==> src/rtl/exec_pkg.sv <==
// Shared definitions for the execute stage and its register file:
// default widths, opcode encoding and FSM state encoding.
package exec_pkg;

    localparam int DATA_W_DEF  = 8;
    localparam int ADDR_W_DEF  = 3;
    localparam int MUL_CYC_DEF = 8;

    localparam logic [2:0] OP_ADD = 3'd0;
    localparam logic [2:0] OP_SUB = 3'd1;
    localparam logic [2:0] OP_AND = 3'd2;
    localparam logic [2:0] OP_OR  = 3'd3;
    localparam logic [2:0] OP_XOR = 3'd4;
    localparam logic [2:0] OP_SHL = 3'd5;
    localparam logic [2:0] OP_MUL = 3'd6;
    localparam logic [2:0] OP_MOV = 3'd7;

    typedef enum logic [2:0] {
        S_IDLE = 3'd0,
        S_READ = 3'd1,
        S_EXEC = 3'd2,
        S_MUL  = 3'd3,
        S_WB   = 3'd4
    } state_t;

endpackage

==> src/rtl/shift_add_mul.sv <==
// Iterative shift-add multiplier. The first partial product is taken on the
// start edge, so the full product is ready (done pulses) MUL_CYC cycles
// after start, letting the caller register it on the done cycle.
module shift_add_mul #(
    parameter int DATA_W  = 8,
    parameter int MUL_CYC = 8
) (
    input  logic                clk,
    input  logic                rst,
    input  logic                start,
    input  logic [DATA_W-1:0]   op_a,
    input  logic [DATA_W-1:0]   op_b,
    output logic                busy,
    output logic [2*DATA_W-1:0] product,
    output logic                done
);

    localparam logic [3:0] LAST_CNT = 4'(MUL_CYC - 1);

    logic [2*DATA_W-1:0] acc_q, acc_d;
    logic [2*DATA_W-1:0] mcand_q, mcand_d;
    logic [DATA_W-1:0]   mplier_q, mplier_d;
    logic [3:0]          cnt_q, cnt_d;
    logic                busy_q, busy_d;
    logic                done_q, done_d;

    // Next-state: load on start, then one multiplier bit (LSB first) per cycle.
    always_comb begin
        acc_d    = acc_q;
        mcand_d  = mcand_q;
        mplier_d = mplier_q;
        cnt_d    = cnt_q;
        busy_d   = busy_q;
        done_d   = 1'b0;
        if (start) begin
            if (op_b[0]) begin
                acc_d = {{DATA_W{1'b0}}, op_a};
            end else begin
                acc_d = {(2*DATA_W){1'b0}};
            end
            mcand_d  = {{(DATA_W-1){1'b0}}, op_a, 1'b0};
            mplier_d = {1'b0, op_b[DATA_W-1:1]};
            cnt_d    = 4'd1;
            busy_d   = 1'b1;
        end else if (busy_q) begin
            if (mplier_q[0]) begin
                acc_d = acc_q + mcand_q;
            end else begin
                acc_d = acc_q;
            end
            mcand_d  = {mcand_q[2*DATA_W-2:0], 1'b0};
            mplier_d = {1'b0, mplier_q[DATA_W-1:1]};
            cnt_d    = cnt_q + 4'd1;
            if (cnt_q == LAST_CNT) begin
                busy_d = 1'b0;
                done_d = 1'b1;
            end else begin
                busy_d = 1'b1;
                done_d = 1'b0;
            end
        end else begin
            busy_d = 1'b0;
        end
    end

    // State registers with synchronous reset.
    always_ff @(posedge clk) begin
        if (rst) begin
            acc_q    <= {(2*DATA_W){1'b0}};
            mcand_q  <= {(2*DATA_W){1'b0}};
            mplier_q <= {DATA_W{1'b0}};
            cnt_q    <= 4'd0;
            busy_q   <= 1'b0;
            done_q   <= 1'b0;
        end else begin
            acc_q    <= acc_d;
            mcand_q  <= mcand_d;
            mplier_q <= mplier_d;
            cnt_q    <= cnt_d;
            busy_q   <= busy_d;
            done_q   <= done_d;
        end
    end

    assign busy    = busy_q;
    assign done    = done_q;
    assign product = acc_q;

endmodule

==> src/rtl/alu_exec_unit.sv <==
// Multi-cycle execute stage: accepts one reg-reg instruction, reads its
// operands from the register file, computes (MUL via shift-add) and writes
// the result back, updating zero/carry flags.
module alu_exec_unit
    import exec_pkg::*;
#(
    parameter int DATA_W  = DATA_W_DEF,
    parameter int ADDR_W  = ADDR_W_DEF,
    parameter int MUL_CYC = MUL_CYC_DEF
) (
    input  logic              clk,
    input  logic              rst,
    input  logic              instr_valid,
    output logic              instr_ready,
    input  logic [2:0]        instr_op,
    input  logic [ADDR_W-1:0] instr_rd,
    input  logic [ADDR_W-1:0] instr_rs1,
    input  logic [ADDR_W-1:0] instr_rs2,
    output logic [ADDR_W-1:0] rf_read_addr1,
    output logic [ADDR_W-1:0] rf_read_addr2,
    input  logic [DATA_W-1:0] rf_read_data1,
    input  logic [DATA_W-1:0] rf_read_data2,
    output logic              rf_we,
    output logic [ADDR_W-1:0] rf_write_addr,
    output logic [DATA_W-1:0] rf_write_data,
    output logic              done,
    output logic              flag_zero,
    output logic              flag_carry
);

    state_t            state_q, state_d;
    logic [2:0]        op_q, op_d;
    logic [ADDR_W-1:0] rd_q, rd_d, rs1_q, rs1_d, rs2_q, rs2_d;
    logic [DATA_W-1:0] op_a_q, op_a_d, op_b_q, op_b_d;
    logic [DATA_W-1:0] result_q, result_d;
    logic              zero_q, zero_d, carry_q, carry_d;

    logic [DATA_W:0]     sum_s;
    logic [2*DATA_W-1:0] shl_s;
    logic [DATA_W-1:0]   alu_res_s;
    logic                alu_carry_s;
    logic                mul_start_s, mul_busy_s, mul_done_s;
    logic [2*DATA_W-1:0] mul_product_s;

    // Multiplier is kicked off on the READ edge with the live read data.
    assign mul_start_s = (state_q == S_READ) && (op_q == OP_MUL);

    shift_add_mul #(
        .DATA_W  (DATA_W),
        .MUL_CYC (MUL_CYC)
    ) u_mul (
        .clk     (clk),
        .rst     (rst),
        .start   (mul_start_s),
        .op_a    (rf_read_data1),
        .op_b    (rf_read_data2),
        .busy    (mul_busy_s),
        .product (mul_product_s),
        .done    (mul_done_s)
    );

    // Single-cycle ALU on the captured operands.
    always_comb begin
        sum_s       = {1'b0, op_a_q} + {1'b0, op_b_q};
        shl_s       = {{DATA_W{1'b0}}, op_a_q} << op_b_q[2:0];
        alu_res_s   = op_a_q;
        alu_carry_s = 1'b0;
        case (op_q)
            OP_ADD: begin
                alu_res_s   = sum_s[DATA_W-1:0];
                alu_carry_s = sum_s[DATA_W];
            end
            OP_SUB: begin
                alu_res_s   = op_a_q - op_b_q;
                alu_carry_s = (op_a_q < op_b_q);
            end
            OP_AND:  alu_res_s = op_a_q & op_b_q;
            OP_OR:   alu_res_s = op_a_q | op_b_q;
            OP_XOR:  alu_res_s = op_a_q ^ op_b_q;
            OP_SHL: begin
                alu_res_s   = shl_s[DATA_W-1:0];
                alu_carry_s = |shl_s[2*DATA_W-1:DATA_W];
            end
            OP_MOV:  alu_res_s = op_a_q;
            default: alu_res_s = op_a_q;
        endcase
    end

    // FSM next-state and datapath register updates.
    always_comb begin
        state_d  = state_q;
        op_d     = op_q;
        rd_d     = rd_q;
        rs1_d    = rs1_q;
        rs2_d    = rs2_q;
        op_a_d   = op_a_q;
        op_b_d   = op_b_q;
        result_d = result_q;
        zero_d   = zero_q;
        carry_d  = carry_q;
        case (state_q)
            S_IDLE: begin
                if (instr_valid) begin
                    op_d    = instr_op;
                    rd_d    = instr_rd;
                    rs1_d   = instr_rs1;
                    rs2_d   = instr_rs2;
                    state_d = S_READ;
                end else begin
                    state_d = S_IDLE;
                end
            end
            S_READ: begin
                op_a_d = rf_read_data1;
                op_b_d = rf_read_data2;
                if (op_q == OP_MUL) begin
                    state_d = S_MUL;
                end else begin
                    state_d = S_EXEC;
                end
            end
            S_EXEC: begin
                result_d = alu_res_s;
                zero_d   = (alu_res_s == {DATA_W{1'b0}});
                carry_d  = alu_carry_s;
                state_d  = S_WB;
            end
            S_MUL: begin
                if (mul_done_s) begin
                    result_d = mul_product_s[DATA_W-1:0];
                    zero_d   = (mul_product_s[DATA_W-1:0] == {DATA_W{1'b0}});
                    carry_d  = |mul_product_s[2*DATA_W-1:DATA_W];
                    state_d  = S_WB;
                end else if (!mul_busy_s) begin
                    // Multiplier idle without finishing: drop the instruction.
                    state_d = S_IDLE;
                end else begin
                    state_d = S_MUL;
                end
            end
            S_WB:    state_d = S_IDLE;
            default: state_d = S_IDLE;
        endcase
    end

    // State and datapath registers; reset abandons any instruction in flight.
    always_ff @(posedge clk) begin
        if (rst) begin
            state_q  <= S_IDLE;
            op_q     <= 3'd0;
            rd_q     <= {ADDR_W{1'b0}};
            rs1_q    <= {ADDR_W{1'b0}};
            rs2_q    <= {ADDR_W{1'b0}};
            op_a_q   <= {DATA_W{1'b0}};
            op_b_q   <= {DATA_W{1'b0}};
            result_q <= {DATA_W{1'b0}};
            zero_q   <= 1'b0;
            carry_q  <= 1'b0;
        end else begin
            state_q  <= state_d;
            op_q     <= op_d;
            rd_q     <= rd_d;
            rs1_q    <= rs1_d;
            rs2_q    <= rs2_d;
            op_a_q   <= op_a_d;
            op_b_q   <= op_b_d;
            result_q <= result_d;
            zero_q   <= zero_d;
            carry_q  <= carry_d;
        end
    end

    assign instr_ready   = (state_q == S_IDLE);
    assign rf_read_addr1 = rs1_q;
    assign rf_read_addr2 = rs2_q;
    assign rf_we         = (state_q == S_WB) && !rst;
    assign done          = (state_q == S_WB) && !rst;
    assign rf_write_addr = rd_q;
    assign rf_write_data = result_q;
    assign flag_zero     = zero_q;
    assign flag_carry    = carry_q;

endmodule

==> config.mk <==
export PLATFORM = sky130hd
export DESIGN_NAME = alu_exec_unit
export DESIGN_NICKNAME = d
export VERILOG_FILES = /design/src/rtl/exec_pkg.sv /design/src/rtl/shift_add_mul.sv /design/src/rtl/alu_exec_unit.sv
export SDC_FILE = /design/constraint.sdc
export NUM_CORES = 1
export LEC_CHECK = 0
export CAP_MARGIN = 20
export CORE_ASPECT_RATIO = 0.6
export CORE_UTILIZATION = 49
export DETAILED_ROUTE_END_ITERATION = 10
export GPL_TIMING_DRIVEN = 0
export PLACE_DENSITY_LB_ADDON = 0.05
export RECOVER_POWER = 50
export SYNTH_ARGS = -nofsm -noshare
export SYNTH_HDL_FRONTEND = slang
export SYNTH_SLANG_ARGS = --single-unit
==> constraint.sdc <==
create_clock -name clk -period 6.4 [get_ports clk]
set_input_delay 1.28 -clock clk [delete_from_list [all_inputs] [get_ports clk]]
set_output_delay 1.28 -clock clk [all_outputs]
set_load 0.02 [all_outputs]
Word level (Yosys, flattened, before mapping)
Index checks and enable logic that the tools add are counted.
Widths: inputs -> output; s select.
{"block": "op_classes", "addsub": 4, "multipliers": 0, "div": 0, "magnitude_cmp": 1, "n_eq_ne": 12, "n_shift": 1, "mux": 27, "bitwise_logic": 4, "reduce_logical": 17}
{"cell": "$mux 16", "count": 3}
{"cell": "$pmux 8 s6", "count": 1}
{"cell": "$mux 9", "count": 2}
{"cell": "$add 16x16->16", "count": 1}
{"cell": "$logic_not 8->1", "count": 2}
{"cell": "$mux 8", "count": 2}
{"cell": "$pmux 8 s2", "count": 1}
{"cell": "$reduce_or 8->1", "count": 2}
{"cell": "$shl 8x3->16", "count": 1}
{"cell": "$mux 7", "count": 2}
{"cell": "$eq 3x2->1 const B", "count": 4}
{"cell": "$eq 3x3->1 const B", "count": 4}
{"cell": "$pmux 3 s4", "count": 1}
{"cell": "$mux 1", "count": 10}
{"cell": "$add 8x8->9", "count": 1}
{"cell": "$and 8x8->8", "count": 1}
{"cell": "$lt 8x8->1", "count": 1}
{"cell": "$or 8x8->8", "count": 1}
{"cell": "$sub 8x8->8", "count": 1}
{"cell": "$xor 8x8->8", "count": 1}
{"cell": "$eq 3x1->1 const B", "count": 2}
{"cell": "$logic_not 3->1", "count": 2}
{"cell": "$reduce_and 2->1", "count": 3}
{"cell": "$reduce_bool 2->1", "count": 3}
{"cell": "other kinds (12)", "count": 14}
{"block": "word_totals", "regBits": 85, "latchBits": 0, "mem_bits_rw": 0, "rom_bits": 0, "input_bits": 31, "out_inout_bits": 22, "word_cells": 84, "memories": 0}

Depth between registers and ports, before layout
{"block": "logic_depth", "word_depth": 4, "depth_mapped": 11, "depth_no_buf": 11}

Hierarchy
From an unflattened synthesis, not the netlist that was laid out.
{"block": "unflattened", "hier_cells": 717, "hier_area_um2": 5547.8}
{"mod": "alu_exec_unit", "instances": 1, "cells_per_inst": 424, "area_per_inst_um2": 3108.0, "seq_area_each_um2": 820.8}
{"mod": "shift_add_mul", "instances": 1, "cells_per_inst": 293, "area_per_inst_um2": 2439.8, "seq_area_each_um2": 880.8}

Worst setup path before layout
Ideal clock, no wire load.
{"block": "synth_path", "path_kind": "input to output", "start": "input rst", "end": "output rf_we", "arrival_ps": 2562, "required_ps": 5120, "path_slack_ps": 2558, "stages": 3, "n_path_buf": 2, "cell_sequence": "clkbuf_1 -> nor4b_1 -> buf_4"}
{"block": "synth_between", "elab_chain_len": 2}
{"element": "start, declared", "line_no": "alu_exec_unit.sv:12", "text": "input logic rst,"}
{"element": "$logic_not 1->1"}
{"element": "$logic_and 1x1->1"}
{"element": "end, declared", "line_no": "alu_exec_unit.sv:23", "text": "output logic rf_we,"}
No other way between the ends.

Final worst setup path
{"block": "layout_path", "start": "input rst", "end": "output rf_we"}
{"block": "layout_between", "elab_chain_len": 2}
{"element": "$logic_not 1->1", "line_no": "alu_exec_unit.sv:176", "text": "assign rf_we = (state_q == S_WB) && !rst;"}
{"element": "$logic_and 1x1->1", "line_no": "alu_exec_unit.sv:176"}
No other way between the ends.

==> qor.log <==
qor: status.run_status complete, but fails checks
qor: status.failed_checks DRC
qor: worst_setup_path.timing.critical_path.slowest_cell_delay 0.69 ns
qor: logic_synthesis.ys_seq_area_frac 0.3097
qor: cts.root_buffer sky130_fd_sc_hd__clkbuf_16
qor: global_route.first_global_vias 5303
qor: global_route.overflow 0
qor: worst_setup_path.path_buf_inv 4
qor: logic_synthesis.synthesized_area_fraction_occupied_by_adder_cells 0.1043
qor: floorplan.ioPinCount 53
qor: sta.relative_slew_slack 0.3537
qor: logic_synthesis.synth_async_sr_flop_share 0
qor: logic_synthesis.synth_xor_area_frac 0.02869
qor: sta.tightestPinTransition 0.9673 ns
qor: worst_setup_path.r2r_start op_b_q[2]
qor: layout.drive_gt1_frac 0.04694
qor: drt.remaining_drcs 6
qor: worst_setup_path.critical_path_required 5.12 ns
qor: sta.fmaxAchievable 0.2048 GHz
qor: sta.final_period_minus_worst_setup_slack 4.883 ns
qor: cts.tritoncts yes
qor: sta.rsz0062_at_grt no
qor: logic_synthesis.post_synth_inst_count 700
qor: floorplan.die_area 0.01166 mm2
qor: cts.clk-insertion-delay-late 0.34 ns
qor: logic_synthesis.synth-compound-area-share 0.2341
qor: placement.portBuffers 51
qor: worst_setup_path.regToRegSetupSlack 2.93 ns
qor: cts.num_cts_buffers 9
qor: layout.post-route-cell-area 0.006502 mm2
qor: sta.finalSetupViolations 0
qor: sta.finalCritPeriodShare 0.7630
qor: pwr.cellPowerDensity 208.9 mW/mm2
qor: drt.routed_wire_length_per_instance 18.85 um
qor: global_route.pin_count_of_the_biggest_net_entering_global_routing 16
qor: cts.clock_tree.buffer_depth 2
qor: logic_synthesis.yosys_register_bits 85
qor: pwr.static-leakage-power 2.362 nW
qor: sta.finalSetupTns 0 ns
qor: logic_synthesis.synthFlopType sky130_fd_sc_hd__dfxtp_1
qor: cts.cts.sinks 85
qor: global_route.antenna_found_initial 1
qor: logic_synthesis.syn_area 0.005495 mm2
qor: job.max_cap_violations 0
qor: drt.vias_per_instance 6.123
qor: cts.h_tree_depth_reported_by_cts 3
qor: layout.final_cell_mix sky130_fd_sc_hd__nand2_1 (106), sky130_fd_sc_hd__a21oi_1 (85), sky130_fd_sc_hd__dfxtp_1 (85)
qor: floorplan.floorplan.die.height 84.03 um
qor: global_route.grt_util_all_layers 0.3035
qor: layout.net_count_of_the_finished_layout 837
qor: logic_synthesis.synth_cell_type_count 65
qor: worst_setup_path.critical_path.endpoint_type output port
qor: logic_synthesis.synth_edf_count 0
qor: placement.dp.final_hpwl 13490 um
qor: drt.drt-total-wl 17070 um
qor: logic_synthesis.synth.yosys.warnings 0
qor: layout.mostFrequentLayoutCell sky130_fd_sc_hd__nand2_1
qor: logic_synthesis.synth_area_per_cell 7.850 um2
qor: sta.finalHoldViolCount 0
qor: cts.ctsResizeCount 0
qor: drt.drt_iter0_drc 606
qor: layout.n_fill_cell 982
qor: pwr.peak_supply_drop 0.1566 mV
qor: drt.via_count 5547
qor: layout.ant_diodes 0
qor: layout.syn_to_final_growth 18.33%
qor: floorplan.initial_core_util 0.5116
qor: worst_hold_path.hold-path-endpoint rf_write_addr[2]
qor: layout.multiInputGateArea 0.003472 mm2
qor: cts.clkTransAtPathRegs 0.07 ns
qor: logic_synthesis.syn_nets 775
qor: worst_hold_path.hold_depth 2
qor: layout.final-seq-area 0.001702 mm2
qor: cts.cts_hold_buffers 0
qor: worst_setup_path.worst-r2r-cell-count 10
qor: worst_setup_path.critical_path.cell_chain dlygate4sd3_1 > clkbuf_1 > nor4b_1 > buf_4 > clkdlybuf4s50_1
qor: drt.detail-route-antenna-nets 0
qor: worst_setup_path.timing.critical_path.max_delay_family buffers and inverters
qor: drt.drt-pass1-iter-count 8
qor: logic_synthesis.synth_top_family_by_area compound AO/OA/AOI/OAI gates
qor: worst_setup_path.cp_slowest_cell sky130_fd_sc_hd__nor4b_1
qor: worst_hold_path.type_of_the_tightest_min_delay_check reg -> reg
qor: placement.detailed_place.area 0.006180 mm2
qor: worst_setup_path.worst_ep_arrival_time 3.60 ns
qor: global_route.grt_first_pass_wirelength 27600 um
qor: sta.timing_max_transition_violations_final 0
qor: logic_synthesis.synth_mux_area_frac 0.06148
qor: worst_setup_path.crit_path_start_kind input port
qor: worst_hold_path.holdCritStartpoint rf_write_addr[2]
qor: logic_synthesis.synth_simple_gate_area_share 0.2033
qor: placement.finalWeightedCongestion 1.009
qor: floorplan.rows 29
qor: floorplan.core_area 0.01074 mm2
qor: floorplan.die_w 138.7 um
qor: worst_setup_path.r2r-end flag_zero
qor: worst_setup_path.crit_type in -> out
qor: sta.finalClockSkew 0.006970 ns
qor: worst_setup_path.critical_path.max_fanout 10
qor: cts.cts_setup_buffers 0
[cell type report]
type                    count  share of cell area
clock inverters             6             0.01443
plain buffers              47             0.02886
inverters                  33             0.01905
flip-flops and latches     85              0.2617
well taps                 139             0.02675
multi-input cells         535              0.5340
repair buffers             51             0.07851
clock buffers              10             0.03675
[worst min-delay path, delay by kind of cell, from the launching register on]
kind            cells  cell delay (ns)
compound gates      1             0.05
flops               1             0.31
simple gates        1             0.05
[flip-flops by register name, summed over array words and instances, names as in the netlist]
register / cells
op_a_q: 8
rf_read_addr1: 3
op_b_q: 8
u_mul.busy: 1
op_q: 3
u_mul.product: 16
rf_write_addr: 3
flag_zero: 1
u_mul.cnt_q: 4
rf_read_addr2: 3
u_mul.mcand_q: 15
u_mul.done: 1
u_mul.mplier_q: 7
rf_write_data: 8
state_q: 3
flag_carry: 1
[kinds of logic (layout without fill, tap and decap cells)]
family | Yosys count | in the layout
AOI/OAI and AO/OA | 200 | 200
xor gates and xnor gates | 18 | 18
adders and majority gates | 44 | 44
buffers and inverters | 80 | 147
DFF | 85 | 85
muxes | 30 | 30
and+or+nand+nor | 243 | 243
[cells in the mapped netlist, drive strengths merged (13+ instances only)]
cell type	number	area share
dfxtp	85	0.31
o21ai	21	0.019
a211oi	27	0.037
nor2	61	0.042
nand3	13	0.012
clkbuf	29	0.020
inv	32	0.022
a21oi	86	0.079
nand2	106	0.072
nor3	18	0.016
buf	18	0.016
mux2i	27	0.049
ha	41	0.093
[worst max-delay path by stage]
stage,startpoint,endpoint,cells past startpoint
finish,rst,rf_we,5
global placement,rst,rf_we,5
CTS,rst,rf_we,5
detailed placement,rst,rf_we,5
floorplan,rst,rf_we,3
global route,rst,rf_we,5
[where the power goes]
part | total, W | switching (W) | internal, W
sequential | 0.000560 | 0.0000173 | 0.000543
combinational | 0.000217 | 0.000133 | 0.0000835
clock | 0.000581 | 0.000225 | 0.000356
total | 0.00136 | 0.000376 | 0.000983
[metrics by stage]
stage | std cells | hold WS, ns | setup WS, ns | utilization | total power [W]
after floorplan | 700 | 0.4452 | 2.558 | - | 0.0006980
after global placement | 890 | 0.4430 | 1.704 | 0.5754 | 0.0007788
after detailed placement | 890 | 0.4494 | 1.684 | 0.5754 | 0.0007827
after CTS | 906 | 0.4593 | 1.671 | 0.6064 | 0.001359
after global routing | 906 | 0.4733 | 1.470 | 0.6054 | 0.001408
final | 906 | 0.4554 | 1.517 | 0.6054 | 0.001359
[layer usage]
metal,vias up,global-route usage,routed length [um]
met1,2631,0.4610,8496
met5,-,0,0
met3,25,0.08090,1876
li1,2616,-,-
met2,275,0.4199,6509
met4,0,0.06162,192
No activity file was read; power rests on OpenSTA's default activity.
